**src/rtl/ssp_rx_fifo_param.sv**
```systemverilog
`default_nettype none
// ============================================================================
//  Module   : ssp_rx_fifo_param
//  Purpose  : Parametrised SSP receive FIFO. The serial receive shifter pushes
//             on the write side. The APB-style register interface pops on the
//             read side. Reads are first-word fall-through. The block also
//             reports occupancy, empty/full flags, a watermark interrupt and
//             an optional sticky overrun flag.
//  Ports    : PCLK      - clock, rising edge
//             CLEAR     - synchronous active-high reset, highest priority
//             PSEL      - peripheral select
//             PWRITE    - bus direction; PSEL & ~PWRITE requests a pop
//             WR        - push strobe, one entry per cycle
//             IN_DATA   - push data
//             OVR_CLR   - clears sticky OVERRUN
//             OUT_DATA  - head entry, 0 when empty
//             EMPTY     - occupancy == 0
//             FULL      - occupancy == DEPTH
//             COUNT     - occupancy, 0..DEPTH
//             SSPRXINTR - level interrupt, COUNT >= RX_WATERMARK
//             OVERRUN   - sticky flag, set when a push was dropped
//  Config   : define SSP_RX_OVERRUN_EN to build the OVERRUN register. When it
//             is not defined, OVERRUN is tied to 0 and OVR_CLR is ignored.
//  Revision : 1.0 - initial release
// ============================================================================
module ssp_rx_fifo_param #(
    parameter  int DATA_WIDTH   = 8,
    parameter  int DEPTH        = 4,
    parameter  int RX_WATERMARK = DEPTH,
    localparam int CW           = $clog2(DEPTH) + 1
) (
    input  logic                  PCLK,
    input  logic                  CLEAR,
    input  logic                  PSEL,
    input  logic                  PWRITE,
    input  logic                  WR,
    input  logic [DATA_WIDTH-1:0] IN_DATA,
    input  logic                  OVR_CLR,
    output logic [DATA_WIDTH-1:0] OUT_DATA,
    output logic                  EMPTY,
    output logic                  FULL,
    output logic [CW-1:0]         COUNT,
    output logic                  SSPRXINTR,
    output logic                  OVERRUN
);

    localparam int c_PW = $clog2(DEPTH);

    logic [DATA_WIDTH-1:0] r_mem [DEPTH];
    logic [c_PW-1:0]       r_wp;
    logic [c_PW-1:0]       r_rp;
    // A separate occupancy count removes the full/empty ambiguity when the
    // write and read pointers are equal.
    logic [CW-1:0]         r_cnt;

    logic w_empty;
    logic w_full;
    logic w_pop;
    logic w_push;

    assign w_empty = (r_cnt == '0);
    assign w_full  = (r_cnt == CW'(DEPTH));
    // A pop is evaluated against the registered EMPTY flag. A push into an
    // empty FIFO therefore cannot be popped in the same cycle.
    assign w_pop   = PSEL & ~PWRITE & ~w_empty;
    // A full FIFO accepts a push only when a pop frees a slot on the same edge.
    assign w_push  = WR & (~w_full | w_pop);

    // The storage array is not reset. CLEAR discards any push in its cycle.
    always_ff @(posedge PCLK) begin
        if (w_push && !CLEAR) begin
            r_mem[r_wp] <= IN_DATA;
        end
    end

    always_ff @(posedge PCLK) begin
        if (CLEAR) begin
            r_wp  <= '0;
            r_rp  <= '0;
            r_cnt <= '0;
        end else begin
            if (w_push) begin
                r_wp <= r_wp + c_PW'(1);
            end
            if (w_pop) begin
                r_rp <= r_rp + c_PW'(1);
            end
            r_cnt <= r_cnt + CW'(w_push) - CW'(w_pop);
        end
    end

`ifdef SSP_RX_OVERRUN_EN
    logic r_overrun;

    // If a drop and OVR_CLR occur on the same edge, the new drop wins so
    // the event is never lost.
    always_ff @(posedge PCLK) begin
        if (CLEAR) begin
            r_overrun <= 1'b0;
        end else if (WR && w_full && !w_pop) begin
            r_overrun <= 1'b1;
        end else if (OVR_CLR) begin
            r_overrun <= 1'b0;
        end
    end

    assign OVERRUN = r_overrun;
`else
    logic w_unused_ovr_clr;

    assign w_unused_ovr_clr = OVR_CLR;
    assign OVERRUN          = 1'b0;
`endif

    // All outputs come from registered state only.
    assign OUT_DATA  = w_empty ? '0 : r_mem[r_rp];
    assign EMPTY     = w_empty;
    assign FULL      = w_full;
    assign COUNT     = r_cnt;
    assign SSPRXINTR = (r_cnt >= CW'(RX_WATERMARK));

endmodule
`default_nettype wire

```
**config.mk**
```make
export PLATFORM = sky130hd
export DESIGN_NAME = ssp_rx_fifo_param
export DESIGN_NICKNAME = d
export VERILOG_FILES = /design/src/rtl/ssp_rx_fifo_param.sv
export SDC_FILE = /design/constraint.sdc
export NUM_CORES = 1
export LEC_CHECK = 0
export BUFFER_PORTS_ARGS = -buffer_cell sky130_fd_sc_hd__buf_2
export CAP_MARGIN = 40
export CORE_UTILIZATION = 58
export CTS_BUF_LIST = sky130_fd_sc_hd__clkbuf_2 sky130_fd_sc_hd__clkbuf_4 sky130_fd_sc_hd__clkbuf_8
export CTS_CLUSTER_SIZE = 40
export DETAILED_ROUTE_END_ITERATION = 7
export PLACE_DENSITY = 0.8
export SETUP_SLACK_MARGIN = 0.15
export SLEW_MARGIN = 10
export SYNTH_ARGS = -nofsm -noshare
export SYNTH_HDL_FRONTEND = slang
export SYNTH_SLANG_ARGS = --single-unit
```
**constraint.sdc**
```tcl
create_clock -name PCLK -period 2.6 [get_ports PCLK]
set_input_delay 0.13 -clock PCLK [delete_from_list [all_inputs] [get_ports PCLK]]
set_output_delay 0.13 -clock PCLK [all_outputs]
set_load 0.05 [all_outputs]
```
* After elaboration in Yosys (flattened, before gate mapping)
Memories as Yosys holds them, arrays and structs flattened. A register that Yosys moved wholly into a read port is not among the register bits. Index checks and enable logic that the tools add are counted.
Word-level totals: register bits 7, bits in latches 0, memory bits (writable) 32, bits in read-only memories 0, logic and storage cells 25, memories 1
Memories:
- r_mem | depth 4, width 8, rd ports 1, clocked after memory_dff 1, wr ports 1, RTL line 49 | logic [DATA_WIDTH-1:0] r_mem [DEPTH];
Operators by class: $add $sub $neg 4, multipliers 0, div/mod/pow operators 0, magnitude comparators 1, equality and inequality tests 1, shift operators 0, mux-type cells 5, bitwise gates (word level) 7, reductions and logical operators 3
Operators with widths (count):
- two-way mux 8 bit | 1
- adder 2 x 1 -> 2 bit, second input constant | 2
- two-way mux 2 bit | 2
- adder 3 x 1 -> 3 bit | 1
- AND 1 bit | 3
- == test 3 bit, second input constant | 1
- greater-or-equal comparator 3 bit, second input constant | 1
- zero test 3 bit | 1
- NOT 1 bit | 3
- subtractor 3 x 1 -> 3 bit | 1
- two-way mux 1 bit | 2
- logical AND 1 bit | 1
- zero test 1 bit | 1
- bitwise OR 1 bit | 1

* Longest topological paths before layout
Gate-level depths: netlist of run 1.
depth in word-level cells 8, mapped depth 10, gate-level depth less buffers 9

* Worst setup path after synthesis of run 1
No wires, ideal clock.
path type flip-flop to flip-flop, from register r_cnt[2] (netlist: COUNT[2]), to register r_cnt[2] (netlist: COUNT[2]), setup time 0.131 ns, arrival 2.530 ns, slack -0.061 ns, cell stages (with the launch flop) 10, path buffers 0, clock period less this slack 2.661 ns, path through dfxtp_1 nor3b_4 nor3_1 a311o_1 ha_1 inv_1 fa_1 xor2_1 and2_1 nor3_1
Between the ends: elaborated cells on any way between the ends 9, classes of those cells add/sub: 2; eq/ne: 1; bitwise: 5; reduce/logical: 1
RTL lines:
- from (decl) | RTL line 54 | logic [CW-1:0] r_cnt;
- from (signal assigned) | RTL line 88 | r_cnt <= r_cnt + CW'(w_push) - CW'(w_pop);
- == test 3 bit | RTL line 62 | assign w_full = (r_cnt == CW'(DEPTH));
- via FULL | RTL line 41 | output logic FULL,
- NOT 1 bit | RTL line 67 | assign w_push = WR & (~w_full | w_pop);
- bitwise OR 1 bit | RTL line 67
- AND 1 bit | RTL line 67
- adder 3 x 1 -> 3 bit | RTL line 88
- subtractor 3 x 1 -> 3 bit | RTL line 88
The timed path passes the listed nets, and every way through them passes these cells. A chain may end at the register's enable or synchronous reset.

* Final worst setup path of run 1
from register r_cnt[0] (netlist: COUNT[0]), to register r_cnt[2] (netlist: COUNT[2])
Between the ends: longest elaborated chain between the ends 7, elaborated cells on any way between the ends 9, classes of those cells add/sub: 2; eq/ne: 1; bitwise: 5; reduce/logical: 1
Ends and longest elaborated chain:
- zero test 3 bit | RTL line 61 | assign w_empty = (r_cnt == '0);
- NOT 1 bit | RTL line 65 | assign w_pop = PSEL & ~PWRITE & ~w_empty;
- AND 1 bit | RTL line 65
- bitwise OR 1 bit | RTL line 67
- AND 1 bit | RTL line 67
- adder 3 x 1 -> 3 bit | RTL line 88
- subtractor 3 x 1 -> 3 bit * | RTL line 88
Every way passes the cells marked *; elsewhere a longest branch is shown, timed or not.

==> reports/results.tsv, run 1 <==
stage	metric	value	unit
outcome	outcome	finished, violations left	
outcome	violations	design-rule violations	
synth	avgSynthCellArea	15.9	sq um
floorplan	core	0.00283	sq mm
pwr	p_leak	0.000769	uW
timing	grt_setup_unrepaired	false	
cts	htreeDepth	2	
cts	cts_tree	yes	
floorplan	dieArea	0.00329	sq mm
detailed_routing	route.antenna.remaining_nets	0	
pwr	swShare	41.3	%
cts	cts_resized	0	
timing	setup_violations	0	
worst_setup_path	cpMostUsedCell	nor3_1	
global_route	overflow	0	
synth	synth_ff_type	edfxtp_1	
synth	synth_seq_area_share	64.1	%
synth	synth_nets	132	
detailed_routing	via_per_inst	5.75	
synth	synth.most_common_cell	edfxtp_1	
global_route	antenna_found_initial	0	
worst_setup_path	crit_arrival	2.45	ns
floorplan	start_util	62.9	%
worst_setup_path	cp_slowest_cell	dfxtp_1	
timing	fin_crit_sh	83.5	%
synth	synth.distinct_cells	31	
global_route	met3_usage	6.58	%
floorplan	ios	29	
worst_hold_path	worstHoldPathType	input pin to register	
detailed_routing	drcViolationCount	3	
synth	synth_edf_count	32	
timing	clock.fmax	460	MHz
timing	maxSlewViolCount	0	
cts	cts_setup_buffers	0	
worst_setup_path	crit_type	register to register	
timing	whs	0.115	ns
global_route	grt_util_all_layers	20.0	%
global_route	busiest_layer	met2	
timing	tightest_slew	0.543	ns
floorplan	die_h	57.4	microns
final_layout	fillers	185	
cts	hold_buffers	8	
detailed_routing	drt_first_pass_iters	6	
final_layout	areaGrowthSynthToFinish	16.7	%
global_route	grt_pass1_wl	4640	microns
pwr	peakVddDrop	825	uV
worst_setup_path	worstPathMaxFanout	6	
worst_setup_path	worst_path_largest_cell_delay	0.48	ns
synth	syn-cell-area	0.00178	sq mm
pwr	clkPwrFrac	19.3	%
synth	yosys_register_bits	41	
detailed_routing	wl_per_cell	16.5	microns
cts	numCtsBuffers	5	
placed_design	place_congestion	0.657	
cts	clk_pin_slew_worst_paths	0.12	ns
synth	yosys.area.top_type	edfxtp_1	
pwr	power_frac_comb	40.3	%
pwr	share_seq_of_total_power	40.4	%
worst_setup_path	crit_required	2.88	ns
run	drv_cap	0	
cts	cts-root-buf	clkbuf_4	
global_route	globalRouteMet2Util	34.6	%
worst_setup_path	cp_cell_sequence	nor3_4, nor3_1, a311o_1, ha_1, inv_1, fa_1, xor2_1, and2_1, nor3_1	
cts	clk_latency	0.35	ns
detailed_routing	wl	2960	microns
worst_setup_path	cp-end-kind	register	
detailed_routing	num_vias	1030	
synth	yosysWarnings	0	
cts	cts_max_path_buffers	2	
timing	relSlewSlack	63.8	%
pwr	p_switching	877	uW
floorplan	die_w	57.4	microns
placed_design	detailed_place_hpwl	1960	microns
final_layout	final_nets	167	
synth	async_reset_ff_share	0	%
global_route	grt_max_degree	16	
timing	hold_viol_final	0	
cts	cts.sinks	41	
floorplan	rows	19	
synth	yosys-top-cells-area	edfxtp_1, dfxtp_1, mux4_2	
synth	synth_top_cell_area_share	54.0	%
final_layout	antennaDiodeCount	0	
placed_design	portBuffers	26	
pwr	power.density	1020	mW/mm^2
timing	fin_skew	0.0125	ns
timing	fin_crit	2.17	ns
final_layout	final_layout_size_suffix_gt1_share	35.1	%
timing	fin_setup_tns	0	ns
worst_setup_path	critPathLaunchType	register	
global_route	first_global_vias	980	
global_route	grtUsageMet1	22.4	%
synth	syn_inst	112	
detailed_routing	drt_iter0_drc	25	
pwr	p_int	1250	uW
synth	synth_commonest_cells	edfxtp_1, nor2b_1, dfxtp_1	
## power by group through the flow
stage / Combinational (uW) / Clock (uW) / Sequential [uW]
2_1_floorplan: 635 / 0 / 913
3_3_place_gp: 831 / 0 / 867
3_5_place_dp: 853 / 0 / 875
4_1_cts: 864 / 418 / 860
5_1_grt: 910 / 436 / 869
6_report: 857 / 411 / 858
## placed cells by master, fill, tap and decap left out, types with 2 or more instances in the layout
cell type / instances
a21oi_1: 2
and2_1: 5
or3b_2: 2
o31a_2: 2
mux4_2: 8
nor3_1: 3
ha_1: 5
clkbuf_4: 6
nand2b_1: 2
buf_2: 26
o311ai_0: 2
inv_1: 5
edfxtp_1: 32
dlygate4sd3_1: 8
nor2b_1: 11
dfxtp_1: 7
nor2_1: 3
dfxtp_2: 2
nand4_1: 2
## cells by family (layout without fill, tap and decap cells)
family	count (synthesis)	after routing	synth area share, %
flops	41	41	64.1
simple gates	33	33	12.4
buf+inv	12	48	3.38
compound gates	9	9	3.94
mux	9	9	10.8
fa+ha+maj	6	6	4.64
other cells	1	1	0.211
xor+xnor	1	1	0.492
## per-layer routing
layer / routed length [microns] / part of all wire (%) / vias to the layer above
li1: - / - / 490
met1: 1180 / 40 / 498
met2: 1530 / 52 / 32
met3: 168 / 5.7 / 10
met4: 80 / 2.7 / 0
met5: 0 / 0 / -
## sequential cells by signal, summed over array words and instances (netlist names), named ones only
register / cells
r_mem: 32
COUNT: 3
r_rp: 2
r_wp: 2
## through the flow
step | total power (uW) | cells | instance area, sq um | setup slack (ns) | util, %
finish | 2130 | 179 | 2080 | 0.428 | 73.4
global route | 2220 | 179 | 2080 | 0.248 | 73.4
CTS | 2140 | 179 | 2080 | 0.395 | 73.4
detailed placement | 1730 | 163 | 1920 | 0.428 | 67.8
global placement | 1700 | 163 | 1920 | 0.536 | 67.8
floorplan | 1550 | 112 | 1780 | 0.154 | -
## critical path, delay by kind of cell, from the launching register on
family / cells / cell delay, ns
AND/OR/NAND/NOR: 4 / 0.69
buffers and inverters: 1 / 0.05
adder cells (fa/ha/maj): 2 / 0.52
AO/OA/AOI/OAI: 1 / 0.19
flip-flops: 1 / 0.48
XOR/XNOR: 1 / 0.16
## final timing paths
check,startpoint,slack (ns),cells past startpoint,to
max,COUNT[0]$_SDFF_PP0_,0.43,9,COUNT[2]$_SDFF_PP0_
min,CLEAR,0.11,2,COUNT[0]$_SDFF_PP0_
max reg2reg,COUNT[0]$_SDFF_PP0_,0.43,9,COUNT[2]$_SDFF_PP0_
min reg2reg,r_rp[0]$_SDFFE_PP0N_,0.55,2,r_rp[0]$_SDFFE_PP0N_
## cell type report
type                            count  area [sq um]  share of cell area (%)
Timing Repair Buffer               35           218                    10.5
Sequential cell                    41          1140                    55.1
Inverter                            5          18.8                   0.904
Clock inverter                      2          35.0                    1.69
Multi-Input combinational cell     59           578                    27.8
Clock buffer                        6          45.0                    2.17
Tap cell                           31          38.8                    1.87
No activity file was read; power rests on OpenSTA's default activity.
==> run 2, diff against run 1 <==
--- a/config.mk
+++ b/config.mk
@@ -5,13 +5,14 @@
 export SDC_FILE = /design/constraint.sdc
 export NUM_CORES = 1
 export LEC_CHECK = 0
+export ABC_AREA = 1
 export BUFFER_PORTS_ARGS = -buffer_cell sky130_fd_sc_hd__buf_2
 export CAP_MARGIN = 40
-export CORE_UTILIZATION = 58
+export CORE_UTILIZATION = 52
 export CTS_BUF_LIST = sky130_fd_sc_hd__clkbuf_2 sky130_fd_sc_hd__clkbuf_4 sky130_fd_sc_hd__clkbuf_8
 export CTS_CLUSTER_SIZE = 40
 export DETAILED_ROUTE_END_ITERATION = 7
-export PLACE_DENSITY = 0.8
+export PLACE_DENSITY = 0.75
 export SETUP_SLACK_MARGIN = 0.15
 export SLEW_MARGIN = 10
 export SYNTH_ARGS = -nofsm -noshare
==> constraint.sdc (replaced) <==
create_clock -name PCLK -period 1.7 [get_ports PCLK]
set_input_delay 0.085 -clock PCLK [delete_from_list [all_inputs] [get_ports PCLK]]
set_output_delay 0.085 -clock PCLK [all_outputs]
set_load 0.05 [all_outputs]
==> run 2 against run 1 <==
Net effect: the run now ends clean; critical endpoint is now COUNT[1]$_SDFF_PP0_; die area is 15% higher; design area is 27% higher; non-clock buffer count is 26 higher; largest cell class unchanged; sequential share of layout area is 11 points lower; maximum frequency is 34% higher; combinational power grew to 2.6 times the previous value; largest power group is now combinational cells; worst setup slack worse by 0.35 ns; power is 86% higher; global-route usage is 3.2 points higher; critical path depth stayed put.
==> reports/results.tsv, run 2 <==
stage	metric	value	unit
outcome	outcome	finished, final reports clean	
synth	synth_seq_area_share	61.9	%
pwr	power.density	1500	mW/mm^2
synth	synth_nets	192	
timing	clock.fmax	615	MHz
detailed_routing	num_vias	1415	
synth	yosys_register_bits	41	
placed_design	portBuffers	26	
final_layout	largest_register_ffs	32	
cts	cts_tree	yes	
timing	hold_viol_final	0	
cts	cts.sinks	41	
timing	setup_violations	0	
synth	yosys-top-cells-area	edfxtp_1, dfxtp_1, nor2_1	
pwr	p_leak	0.00105	uW
worst_setup_path	worstPathMaxFanout	4	
worst_setup_path	crit_arrival	1.87	ns
final_layout	final_nets	254	
cts	clk_latency	0.34	ns
worst_setup_path	reg2regPathDepth	9	
final_layout	antennaDiodeCount	0	
final_layout	fin_cells	281	
cts	htreeDepth	2	
synth	synth_commonest_cells	edfxtp_1, nor2_1, inv_1	
placed_design	detailed_place_hpwl	2530	microns
worst_setup_path	r2r-start	COUNT[1]$_SDFF_PP0_	
worst_setup_path	worst_r2r_endpoint	COUNT[1]$_SDFF_PP0_	
worst_setup_path	r2r_slack	0.07	ns
floorplan	start_util	54.8	%
timing	maxSlewViolCount	0	
cts	numCtsBuffers	5	
synth	syn_inst	172	
pwr	peakVddDrop	846	uV
synth	avgSynthCellArea	10.7	sq um
cts	cts-root-buf	clkbuf_4	
synth	syn-cell-area	0.00184	sq mm
timing	whs	0.0836	ns
cts	cts_max_path_buffers	2	
final_layout	areaGrowthSynthToFinish	42.7	%
worst_hold_path	worstHoldPathType	input pin to register	
worst_setup_path	critPathLaunchType	register	
synth	synth_ff_type	edfxtp_1	
placed_design	place_congestion	0.798	
synth	yosys.area.top_type	edfxtp_1	
synth	synth.distinct_cells	21	
run	drv_cap	0	
timing	fin_crit	1.63	ns
detailed_routing	wl	4030	microns
global_route	grt_pass1_wl	6040	microns
floorplan	rows	21	
detailed_routing	drcViolationCount	0	
timing	fin_crit_sh	95.7	%
detailed_routing	via_per_inst	5.04	
timing	fin_setup_tns	0	ns
worst_setup_path	cp-endpoint	COUNT[1]$_SDFF_PP0_	
final_layout	final_common_cell	edfxtp_1	
synth	synth_top_cell_area_share	52.1	%
floorplan	ios	29	
worst_setup_path	worstSetupStartpoint	COUNT[1]$_SDFF_PP0_	
detailed_routing	drt_iter0_drc	73	
final_layout	top_register	r_mem	
floorplan	dieArea	0.00379	sq mm
floorplan	die_h	61.5	microns
final_layout	postLayoutCoreUtil	78.2	%
placed_design	placedCellCount	251	
global_route	grt_max_degree	17	
synth	yosysWarnings	0	
synth	synth_edf_count	32	
worst_setup_path	crit_required	1.94	ns
detailed_routing	wl_per_cell	14.3	microns
synth	async_reset_ff_share	0	%
synth	synth.most_common_cell	edfxtp_1	
global_route	grt_util_all_layers	23.2	%
worst_setup_path	cp-end-kind	register	
floorplan	core	0.00336	sq mm
cts	clk_pin_slew_worst_paths	0.10	ns
final_layout	most-common-layout-cells	edfxtp_1, nor2_1, buf_4, buf_2, inv_1	
final_layout	final_layout_size_suffix_gt1_share	48.9	%
worst_setup_path	crit_type	register to register	
floorplan	die_w	61.5	microns
global_route	first_global_vias	1366	
timing	grt_setup_unrepaired	true	
global_route	overflow	0	
final_layout	fillers	226	
global_route	antenna_found_initial	0	
detailed_routing	route.antenna.remaining_nets	0	
pwr	total_power	3950	uW
detailed_routing	drt_first_pass_iters	4	
timing	fin_skew	0.00537	ns
[run 2: cell types whose count changed in the layout (fill, tap and decap cells not counted), moves of 11 or more]
cell,delta
nor2_1,+22
buf_4,+20
nor2_2,+14
inv_1,+11
nand2_1,+11
nor2b_1,-11
[run 2: cells by family (layout without fill, tap and decap cells)]
logic type               count (synthesis)  after routing  share of synthesized area [%]
AND/OR/NAND/NOR                         65             65                           16.5
AO/OA/AOI/OAI                           31             31                           8.42
flip-flops                              41             41                           61.9
other                                    1              1                          0.203
adder cells (fa/ha/maj)                  6              6                           4.48
buffers and inverters                   28             91                           8.49
[run 2: layer usage]
layer / track usage (%) / part of all wire [%] / vias up
met1: 27.8 / 42 / 685
met4: 8.57 / 1.1 / 0
met2: 40.4 / 53 / 37
li1: - / - / 688
met3: 5.67 / 3.8 / 5
met5: 0 / 0 / -
[run 2: final cells by class]
class / count / area [sq um] / share of cell area, %
tap: 46 / 57.6 / 2.19
multi-input combinational: 103 / 733 / 27.9
inverter: 22 / 103 / 3.90
sequential: 41 / 1150 / 43.9
clock buffer: 8 / 60.1 / 2.28
timing repair buffer: 61 / 523 / 19.9
[run 2: worst min path at each step]
| stage | start | endpoint | slack, ns | depth (start not counted) |
|---|---|---|---|---|
| after floorplan | CLEAR | COUNT[0]$_SDFF_PP0_ | 0.15 | 1 |
| after global placement | IN_DATA[5] | r_mem[1][5]$_DFFE_PP_ | 0.30 | 1 |
| after detailed placement | IN_DATA[2] | r_mem[1][2]$_DFFE_PP_ | 0.31 | 1 |
| after CTS | WR | r_wp[0]$_SDFFE_PP0P_ | 0.08 | 4 |
| after global routing | WR | r_wp[0]$_SDFFE_PP0P_ | 0.10 | 3 |
| final | WR | r_wp[0]$_SDFFE_PP0P_ | 0.08 | 3 |
[run 2: per-stage QoR]
stage	setup WS, ns	cell area, sq um
4_1_cts	0.0768	2480
3_5_place_dp	0.00364	2180
3_3_place_gp	0.0850	2180
2_1_floorplan	0.0392	1960
5_1_grt	-0.00766	2630
6_report	0.0735	2630
[run 2: critical path, cell delays in order, from the launching register on]
cell,delay [ns]
dfxtp_4,0.36
nor2_4,0.14
nand2_4,0.09
nand2_2,0.07
nand2_1,0.05
nand2_1,0.06
ha_2,0.17
inv_2,0.04
fa_2,0.52
nor2_1,0.04
[run 2: where the power goes]
part / internal (uW) / switching [uW] / leakage [uW]
clock: 213 / 280 / 0.0000368
sequential: 1190 / 71.6 / 0.000367
combinational: 833 / 1370 / 0.000643
total: 2230 / 1720 / 0.00105
[run 2: what timing repair did]
item                                    in CTS  in global routing
pin swaps                                    3                  7
hold buffers                                 9                  0
endpoints found under the hold margin       38                  0
gates resized for setup                     33                 32
cloned                                       1                  0
setup buffers                                9                  3
endpoints found under the setup margin      11                 15
